===== src/rtl/udlx_ctrl_pkg.sv =====
// Shared control definitions for the uDLX pipeline sequencers.
package udlx_ctrl_pkg;
  localparam int REG_ADDR_WIDTH_DEF = 5;
  localparam int REG_ZERO           = 0;

  typedef enum logic [1:0] {
    ST_RUN       = 2'd0,
    ST_IMEM_WAIT = 2'd1,
    ST_DMEM_WAIT = 2'd2
  } hz_state_e;
endpackage


===== src/rtl/hazard_detect.sv =====
// Load-use comparator: the load in EX writes a register the ID instruction reads.
module hazard_detect
  import udlx_ctrl_pkg::*;
#(
  parameter int REG_ADDR_WIDTH = REG_ADDR_WIDTH_DEF
) (
  input  logic [REG_ADDR_WIDTH-1:0] id_rs_addr,
  input  logic [REG_ADDR_WIDTH-1:0] id_rt_addr,
  input  logic                      id_uses_rt,
  input  logic                      ex_mem_read,
  input  logic [REG_ADDR_WIDTH-1:0] ex_rd_addr,
  output logic                      lu
);
  logic rd_live;

  assign rd_live = ex_rd_addr != REG_ADDR_WIDTH'(REG_ZERO);
  assign lu = ex_mem_read && rd_live &&
              ((ex_rd_addr == id_rs_addr) || (id_uses_rt && (ex_rd_addr == id_rt_addr)));
endmodule


===== src/rtl/pipeline_hazard_ctrl.sv =====
// uDLX stall/flush sequencer: dmem wait > branch > load-use > imem wait.
// HAZARD_PERF_CNT_EN adds saturating stall/flush counters; otherwise they read 0.
module pipeline_hazard_ctrl
  import udlx_ctrl_pkg::*;
#(
  parameter int REG_ADDR_WIDTH = REG_ADDR_WIDTH_DEF,
  parameter int IMEM_LATENCY   = 1,
  parameter int PERF_CNT_WIDTH = 16
) (
  input  logic                      clk,
  input  logic                      rst_n,
  input  logic [REG_ADDR_WIDTH-1:0] id_rs_addr,
  input  logic [REG_ADDR_WIDTH-1:0] id_rt_addr,
  input  logic                      id_uses_rt,
  input  logic                      ex_mem_read,
  input  logic [REG_ADDR_WIDTH-1:0] ex_rd_addr,
  input  logic                      branch_taken,
  input  logic                      dmem_req,
  input  logic                      dmem_ready,
  output logic                      pc_write_en,
  output logic                      if_id_stall,
  output logic                      if_id_flush,
  output logic                      id_ex_flush,
  output logic                      pipe_freeze,
  output logic [PERF_CNT_WIDTH-1:0] stall_cycles,
  output logic [PERF_CNT_WIDTH-1:0] flush_events
);
  localparam int CW = (IMEM_LATENCY > 0) ? $clog2(IMEM_LATENCY + 1) : 1;
  localparam logic [CW-1:0] LAT = CW'(IMEM_LATENCY);
  localparam hz_state_e FETCH_ST = (IMEM_LATENCY > 0) ? ST_IMEM_WAIT : ST_RUN;

  hz_state_e     state, state_n;
  logic [CW-1:0] cnt, cnt_n;
  logic          lu, dmem_wait;
  logic          pc_c, stall_c, ifl_c, ifx_c, frz_c;

  hazard_detect #(.REG_ADDR_WIDTH(REG_ADDR_WIDTH)) u_hd (
    .id_rs_addr  (id_rs_addr),
    .id_rt_addr  (id_rt_addr),
    .id_uses_rt  (id_uses_rt),
    .ex_mem_read (ex_mem_read),
    .ex_rd_addr  (ex_rd_addr),
    .lu          (lu)
  );

  assign dmem_wait = dmem_req && !dmem_ready;

  always_ff @(posedge clk or negedge rst_n) begin
    if (!rst_n) begin
      state <= ST_RUN;
      cnt   <= '0;
    end else begin
      state <= state_n;
      cnt   <= cnt_n;
    end
  end

  always_comb begin
    state_n = state;
    cnt_n   = cnt;
    pc_c    = 1'b0;
    stall_c = 1'b0;
    ifl_c   = 1'b0;
    ifx_c   = 1'b0;
    frz_c   = 1'b0;
    if (dmem_wait) begin
      // EX is frozen too, so a pending branch is simply re-presented later.
      frz_c   = 1'b1;
      stall_c = 1'b1;
      state_n = ST_DMEM_WAIT;
    end else if (branch_taken) begin
      pc_c    = 1'b1;
      ifl_c   = 1'b1;
      ifx_c   = 1'b1;
      cnt_n   = LAT;
      state_n = FETCH_ST;
    end else begin
      unique case (state)
        ST_RUN: begin
          if (lu) begin
            stall_c = 1'b1;
            ifx_c   = 1'b1;
          end else begin
            pc_c    = 1'b1;
            cnt_n   = LAT;
            state_n = FETCH_ST;
          end
        end
        ST_IMEM_WAIT: begin
          stall_c = 1'b1;
          ifx_c   = 1'b1;
          cnt_n   = (cnt != '0) ? cnt - 1'b1 : '0;
          state_n = (cnt_n == '0) ? ST_RUN : ST_IMEM_WAIT;
        end
        default: begin
          // Release cycle: back end drains while ID holds with a bubble behind it.
          stall_c = 1'b1;
          ifx_c   = 1'b1;
          state_n = (cnt != '0) ? ST_IMEM_WAIT : ST_RUN;
        end
      endcase
    end
  end

  assign pc_write_en = rst_n & pc_c;
  assign if_id_stall = rst_n & stall_c;
  assign if_id_flush = rst_n & ifl_c;
  assign id_ex_flush = rst_n & ifx_c;
  assign pipe_freeze = rst_n & frz_c;

`ifdef HAZARD_PERF_CNT_EN
  always_ff @(posedge clk or negedge rst_n) begin
    if (!rst_n) begin
      stall_cycles <= '0;
      flush_events <= '0;
    end else begin
      if (!pc_write_en && !(&stall_cycles)) stall_cycles <= stall_cycles + 1'b1;
      if (if_id_flush && !(&flush_events))  flush_events <= flush_events + 1'b1;
    end
  end
`else
  assign stall_cycles = '0;
  assign flush_events = '0;
`endif
endmodule


===== config.mk =====
export PLATFORM = sky130hd
export DESIGN_NAME = pipeline_hazard_ctrl
export DESIGN_NICKNAME = d
export VERILOG_FILES = /design/src/rtl/udlx_ctrl_pkg.sv /design/src/rtl/hazard_detect.sv /design/src/rtl/pipeline_hazard_ctrl.sv
export SDC_FILE = /design/constraint.sdc
export NUM_CORES = 1
export LEC_CHECK = 0
export CAP_MARGIN = 20
export CORE_ASPECT_RATIO = 0.8
export CORE_MARGIN = 4
export CORE_UTILIZATION = 28
export DETAILED_ROUTE_END_ITERATION = 8
export PLACE_DENSITY = 0.8
export SYNTH_ARGS = -nofsm -noshare
export SYNTH_HDL_FRONTEND = slang
export SYNTH_SLANG_ARGS = --single-unit

===== constraint.sdc =====
create_clock -name clk -period 1.8 [get_ports clk]
set_input_delay 0.36 -clock clk [delete_from_list [all_inputs] [get_ports clk]]
set_output_delay 0.36 -clock clk [all_outputs]
set_load 0.03 [all_outputs]

==> Word level (Yosys, flattened, before mapping) <==
Cells that the tools add are included.
{ "word_totals": {"reg_bits": 3, "out_inout_bits": 37} }
{ "classes": {"add_sub_neg": 1, "n_eq_ne": 5, "n_mux": 23, "bitwise": 6, "reduce_logical": 10} }
{ "ops": {"columns": ["cell", "count"], "rows": [
  ["1-bit 2-to-1 mux", 18],
  ["5-bit == test", 2],
  ["2-bit 2-to-1 mux", 3],
  ["1-bit AND", 5],
  ["5-bit nonzero test", 1],
  ["1-bit logical AND", 4],
  ["4-bit inequality test, second input constant", 1],
  ["2-bit case mux with 2 select lines", 1],
  ["3-bit inequality test, second input constant", 1],
  ["3-bit AND reduction", 1],
  ["3-bit nonzero test", 1],
  ["2-bit by 1-bit == test with 1-bit output, second input constant", 1],
  ["2-bit logical NOT", 1],
  ["1-bit case mux with 2 select lines", 1],
  ["1-bit logical NOT", 1],
  ["1-bit logical OR", 1],
  ["1-bit NOT", 1],
  ["1-bit subtractor, second input constant", 1]
]} }

==> Logic depth before layout (Yosys ltp) <==
{ "logic_depth": {"ltp_word": 9, "depth_mapped": 5} }

==> By module <==
Synthesis repeated with hierarchy kept, for this count alone.
{ "hier_totals": {"hier_cells": 71, "area_unflattened_um2": 551.8} }
{ "modules_own_cells": {"columns": ["module", "instances", "cells_each", "area_each_um2", "seq_area_each_um2"], "rows": [
  ["pipeline_hazard_ctrl", 1, 54, 419.2, 75.1],
  ["hazard_detect", 1, 17, 132.6, 0.0]
]} }

==> Worst setup path before layout <==
Ideal clock, no wire load.
{ "synth_path": {"path_kind": "input -> output", "from": "input port ex_rd_addr[3]", "to": "output port id_ex_flush", "arrival_time_ns": 1.713, "required_ns": 1.440, "path_slack_ns": -0.273, "cell_stages": 5, "cell_sequence": "xor2_1 nor4_2 a32oi_1 or2_1 a31oi_1"} }
{ "synth_via": {"elab_chain_len": 9, "word_cells_on_any_way": 12} }
{ "synth_lines": {"columns": ["item", "line_no", "source"], "rows": [
  ["start, declared", "pipeline_hazard_ctrl.sv:16", "input logic [REG_ADDR_WIDTH-1:0] ex_rd_addr,"],
  ["5-bit == test", "hazard_detect.sv:18", "((ex_rd_addr == id_rs_addr) || (id_uses_rt && (ex_rd_addr == id_rt_addr)));"],
  ["1-bit logical AND", "hazard_detect.sv:18", null],
  ["1-bit logical OR", "hazard_detect.sv:18", null],
  ["1-bit logical AND *", "hazard_detect.sv:17", "assign lu = ex_mem_read && rd_live &&"],
  ["1-bit 2-to-1 mux *", "pipeline_hazard_ctrl.sv:80", "if (lu) begin"],
  ["1-bit 2-to-1 mux *", "pipeline_hazard_ctrl.sv:78", "unique case (state)"],
  ["1-bit 2-to-1 mux *", "pipeline_hazard_ctrl.sv:71", "end else if (branch_taken) begin"],
  ["1-bit 2-to-1 mux *", "pipeline_hazard_ctrl.sv:66", "if (dmem_wait) begin"],
  ["1-bit AND *", "pipeline_hazard_ctrl.sv:108", "assign id_ex_flush = rst_n & ifx_c;"],
  ["end, declared", "pipeline_hazard_ctrl.sv:23", "output logic id_ex_flush,"]
]} }
Mark *: on every way between the ends. The rest lies on a longest branch, timed or not.

==> Final worst setup path <==
{ "layout_path": {"from": "input port id_rt_addr[0]", "to": "output port id_ex_flush"} }
{ "layout_via": {"elab_chain_len": 9} }
{ "layout_lines": {"columns": ["item", "line_no", "source"], "rows": [
  ["start, declared", "pipeline_hazard_ctrl.sv:13", "input logic [REG_ADDR_WIDTH-1:0] id_rt_addr,"],
  ["5-bit == test", "hazard_detect.sv:18", null],
  ["1-bit logical AND", "hazard_detect.sv:18", null],
  ["1-bit logical OR", "hazard_detect.sv:18", null],
  ["1-bit logical AND", "hazard_detect.sv:17", null],
  ["1-bit 2-to-1 mux", "pipeline_hazard_ctrl.sv:80", null],
  ["1-bit 2-to-1 mux", "pipeline_hazard_ctrl.sv:78", null],
  ["1-bit 2-to-1 mux", "pipeline_hazard_ctrl.sv:71", null],
  ["1-bit 2-to-1 mux", "pipeline_hazard_ctrl.sv:66", null],
  ["1-bit AND", "pipeline_hazard_ctrl.sv:108", null]
]} }
Every way passes these cells.

==> run summary <==
Mean Syn Cell Area -> 7.58 µm²
Sink Count -> 3
DP HPWL -> 1.31 mm
DRT iter0 DRCs -> 4
Top_reg_cell synth -> dfrtp_1
Post-DR wirelength/cell -> 12.0 µm
Die area -> 2750 µm²
Async SR Flop Fraction -> 1.00
Simple-Gate Fraction of Synth Area -> 0.124
Post-synth top cells -> buf_4, xor2_1, a21oi_1, nor2_1
CP max FO -> 3
Leak -> 0.480 nW
Synth-to-Final Area Change -> 73.5%
Layout cells sized above 1 -> 0.400
Number of global-route vias before repair -> 538
Count leader, synth -> buf_4
Residual DRC count -> 0
Synth Area in Adders -> 0
Clock transition at path regs -> 0.04 ns
Antenna violations before repair -> 0
Initial Utilization -> 0.295
IO Count -> 59
H-tree level count -> 1
# port buffers -> 26
Max Cap Violations -> 0
P per Cell Area -> 512 nW/µm²
CP required -> 1.44 ns
Post-Synthesis Cells -> 73
Post-synthesis compound-gate area fraction -> 0.120
First-pass GRT wire length -> 2.43 mm
Grt ovf -> 0
Tmin final -> 2.11 ns
Post-Layout Inst Area -> 960 µm²
Final setup margin -> -0.310 ns
CTS tree -> yes
Global-route usage over all layers -> 0.127
Seq/Total Area, Yosys -> 0.136
Startpoint types -> primary input
Cell taking the most area after synthesis -> buf_4
Endpoints failing setup -> 3
Failing checks -> setup timing
Die width -> 57.7 µm
DP Area -> 816 µm²
Synth top area share -> 0.434
DP Worst Slack -> -0.751 ns
Post-Route WL -> 1.66 mm
Mux cell area share after synthesis -> 0
Die Y -> 47.8 µm
FP Rows -> 14
Post-Synth XOR/XNOR Area -> 0.158
Final core utilization -> 0.512
Hold bufs inserted after CTS -> 0
Drt via density -> 3.93
Maximum VDD drop -> 284 µV
Yosys reg bits -> 3
Non-Filler Instances -> 139
Largest cells by area after synthesis -> buf_4, xor2_1, dfrtp_1, a21oi_1, o21ai_0
# diodes -> 0
Hold Fails Final Rpt -> 0
Final period utilization -> 1.17
Synthesized cell area -> 553 µm²
Data arrival time of the critical path -> 1.75 ns
Post-Place Cells -> 131
Netlist cell types -> 20
Min Hold Slack -> 0.451 ns
Root Buffer -> clkbuf_4
Worst Skew -> 0.00381 ns
Largest net degree at the start of global routing -> 5
Final nets -> 138
Synth warn -> 0
Final Max Tran Viols -> 0
Placeable Area -> 1870 µm²
RD Place Congestion -> 0.814
Status -> finished, violations left
Number of flops mapped to enable cells by yosys -> 0
Skew-Pair Late Insertion Delay -> 0.24 ns
Pre-antenna DRT Iters -> 3
Maximum achievable frequency -> 474 MHz
Min-delay worst type -> in -> async
Total CTS buffers -> 3
Largest family of logic cells by synthesized area -> buffers and inverters
Via count -> 546
Unrepaired setup endpoints after global routing -> yes
CP Capture Type -> output pin
WS Path Type -> in -> out
Post-route ant nets -> 0
CTS Buffer Depth -> 2
==> per-layer routing <==
layer,share of wire,global-route usage,wire length [µm]
met4,0.043,0.0648,72
met1,0.27,0.104,448
met3,0.10,0.0620,172
met2,0.58,0.261,969
met5,0,0,0
==> timing repair <==
item                       4_1_cts  5_1_grt
setup endpoints to repair        4        5
buffers inserted                 3        1
resized for setup               48       19
pin swaps                       16       10
==> registers in the layout, summed over array words and instances, names as in the netlist <==
| register | flops |
|---|---|
| state | 2 |
| cnt | 1 |
==> cells by family (layout without fill, tap and decap cells) <==
| kind of cell | count (synthesis) | count (layout) |
|---|---|---|
| AO/OA/AOI/OAI | 12 | 12 |
| XOR/XNOR | 10 | 10 |
| buffers and inverters | 35 | 46 |
| flip-flops | 3 | 3 |
| other | 1 | 32 |
| AND/OR/NAND/NOR | 12 | 12 |
==> layout by cell type, fill, tap and decap left out, types with 2 or more instances in the layout <==
cell type and instances:
a21oi_1 3, a31oi_4 2, xor2_2 3, conb_1 32, clkdlybuf4s50_1 6, buf_4 14
clkbuf_4 3, inv_1 3, dlygate4sd2_1 5, xor2_1 6, nor2_1 4, o21ai_0 3
buf_6 9, o21ai_4 2, dfrtp_1 3, buf_2 3
==> report_power, final <==
part	switching [mW]	total (mW)	internal, mW
clock network	0.0410	0.124	0.0834
logic	0.182	0.289	0.106
registers	0.00455	0.0786	0.0740
total	0.228	0.492	0.264
==> final timing paths <==
kind,startpoint,slack (ns),end,cells after the start
worst min register to register,cnt,0.56,cnt,2
worst max-delay path,id_rt_addr[0],-0.31,id_ex_flush,7
max in group asynchronous,rst_n,1.25,state[0],2
worst min-delay path,rst_n,0.45,cnt,2
worst max register to register,state[1],0.48,state[0],6
min in group clk,cnt,0.56,cnt,2
==> worst max-delay path, stage by stage <==
cell and delay [ns]:
buf_6 0.10, xor2_2 0.17, nor4_4 0.32, a32oi_2 0.18, or2_4 0.28, a31oi_4 0.19
buf_6 0.15
==> final cells by class <==
class / instances / area, µm²
multi-input cells: 66 / 474
flip-flops and latches: 3 / 75.1
clock buffers: 4 / 26.3
fillers: 172 / 915
well taps: 24 / 30.0
repair buffers: 39 / 343
inverters: 3 / 11.3
==> stage by stage <==
step	setup TNS [ns]	total power, mW
2_1_floorplan	-0.0798	0.288
3_3_place_gp	-2.09	0.322
3_5_place_dp	-2.61	0.328
4_1_cts	-0.959	0.477
5_1_grt	-0.965	0.531
6_report	-0.812	0.492
No activity file was read; power rests on OpenSTA's default activity.
==> RTL edit (same flow settings) <==
Set the package constant `REG_ADDR_WIDTH_DEF` to 6 (it was 5).
--- a/src/rtl/udlx_ctrl_pkg.sv
+++ b/src/rtl/udlx_ctrl_pkg.sv
@@ -2,3 +2,3 @@
 package udlx_ctrl_pkg;
-  localparam int REG_ADDR_WIDTH_DEF = 5;
+  localparam int REG_ADDR_WIDTH_DEF = 6;
   localparam int REG_ZERO           = 0;
Ports: changed (resized ex_rd_addr, id_rs_addr and id_rt_addr); port bits go from 59 to 62. No check against the original RTL was run, so the function may have changed too.
==> RTL edit against the original RTL <==
The flow still finishes with violations (negative setup slack). Design area down 4.3%. Power down 4.2%. Clock skew down 2.9 ps. Synthesized area up 3.4%. Synthesized cell count up 4.1%. Setup slack better by 220 ps. Sequential cell count unchanged. Routed wire length up 7.4%. Largest power group unchanged. Highest routed layer unchanged.
==> RTL edit: results (changes against the original RTL) <==
status=finished with violations; failing checks=negative setup slack; worst path arrival time=1540 ps (-210 ps); Area contributors post-synth=buf_4, xnor2_1, dfrtp_1, a31oi_1, a21oi_1; Port Buf Inserts=29 (+12%); signal buffers share of area=34.3% (-1.4 points); Setup TNS Final=-247 ps (+565 ps); vias in the first global route=584 (+8.6%); Worst Setup SP=id_rt_addr[3]; Total Wirelength=1790 um (+7.4%); VDD IR-drop max=0.000257 V (-9.5%); synth unique cells=19 (-5.0%); largest net degree at the start of global routing=7 (+2); global-route wire length before repair=2570 um (+5.7%); P_leak=0.449 nW (-6.6%); Multi-input gate area=464 sq um (-2.1%); pre-CTS setup slack=-516 ps (+235 ps); layout cells sized above 1=37.4% (-2.6 points); Initial DRC Count=9 (+5); FF-to-FF Start=state[0]$_DFFE_PN0P_; Comb group=0.273 mW (-6%); CP delay by family, top=compound AO/OA/AOI/OAI gates; Syn Area/Cell=7.52 sq um (-0.69%); Final HPWL DP=1370 um (+4.5%); Non-clk invs=2 (-1); 1st-pass router iterations=4 (+1); final setup fails=3 (unchanged); worst clock skew=0.920 ps (-2.89 ps); WHS=457 ps (+5.76 ps); Pwr Total=0.471 mW (-4.2%); sequential share of the synthesized area=13.1% (-0.45 points); die area=2830 sq um (+2.9%); post-route worst setup slack=-95.1 ps (+215 ps); R2R cell count=2 (-4); Avg Vias per Cell=4.01 (+2.2%); R2R Setup Slk=730 ps (+250 ps); commonest cells in the netlist=buf_4, xnor2_1, nand2_1, nor2_1; clk pwr=0.118 mW (-5%); nonclk buf count=36 (-7.7%); final instance area=918 sq um (-4.3%); Multi-In Gates=70 (+6.1%); slowest stage delay, CP=200 ps (-120 ps); setup bufs post-CTS=1 (-2)
RTL edit: cells by family (layout without fill, tap and decap cells):
| logic type | Yosys count | after routing | share of synthesized area [%] |
|---|---|---|---|
| xor+xnor | 12 | 12 | 18.4 |
| buf+inv | 34 | 42 | 43.3 |
| flops | 3 | 3 | 13.1 |
| simple gates | 16 | 16 | 13.3 |
| compound gates | 10 | 10 | 11.2 |
| other cells | 1 | 32 | 0.656 |
RTL edit: per-layer routing:
layer  global-route usage [%]  routed length (um)  vias up
met4                     6.56                  10        0
met3                     2.39                 116        2
met1                     10.8                 589      264
li1                         -                   -      268
met2                     22.7                1070       24
met5                        0                   0        -
RTL edit: worst max-delay path by stage:
stage / end / slack, ps / cells past startpoint
finish: id_ex_flush / -100 / 7
global route: id_ex_flush / -140 / 7
CTS: pc_write_en / -70 / 6
detailed placement: id_ex_flush / -520 / 8
global placement: pc_write_en / -500 / 6
floorplan: id_ex_flush / -50 / 5
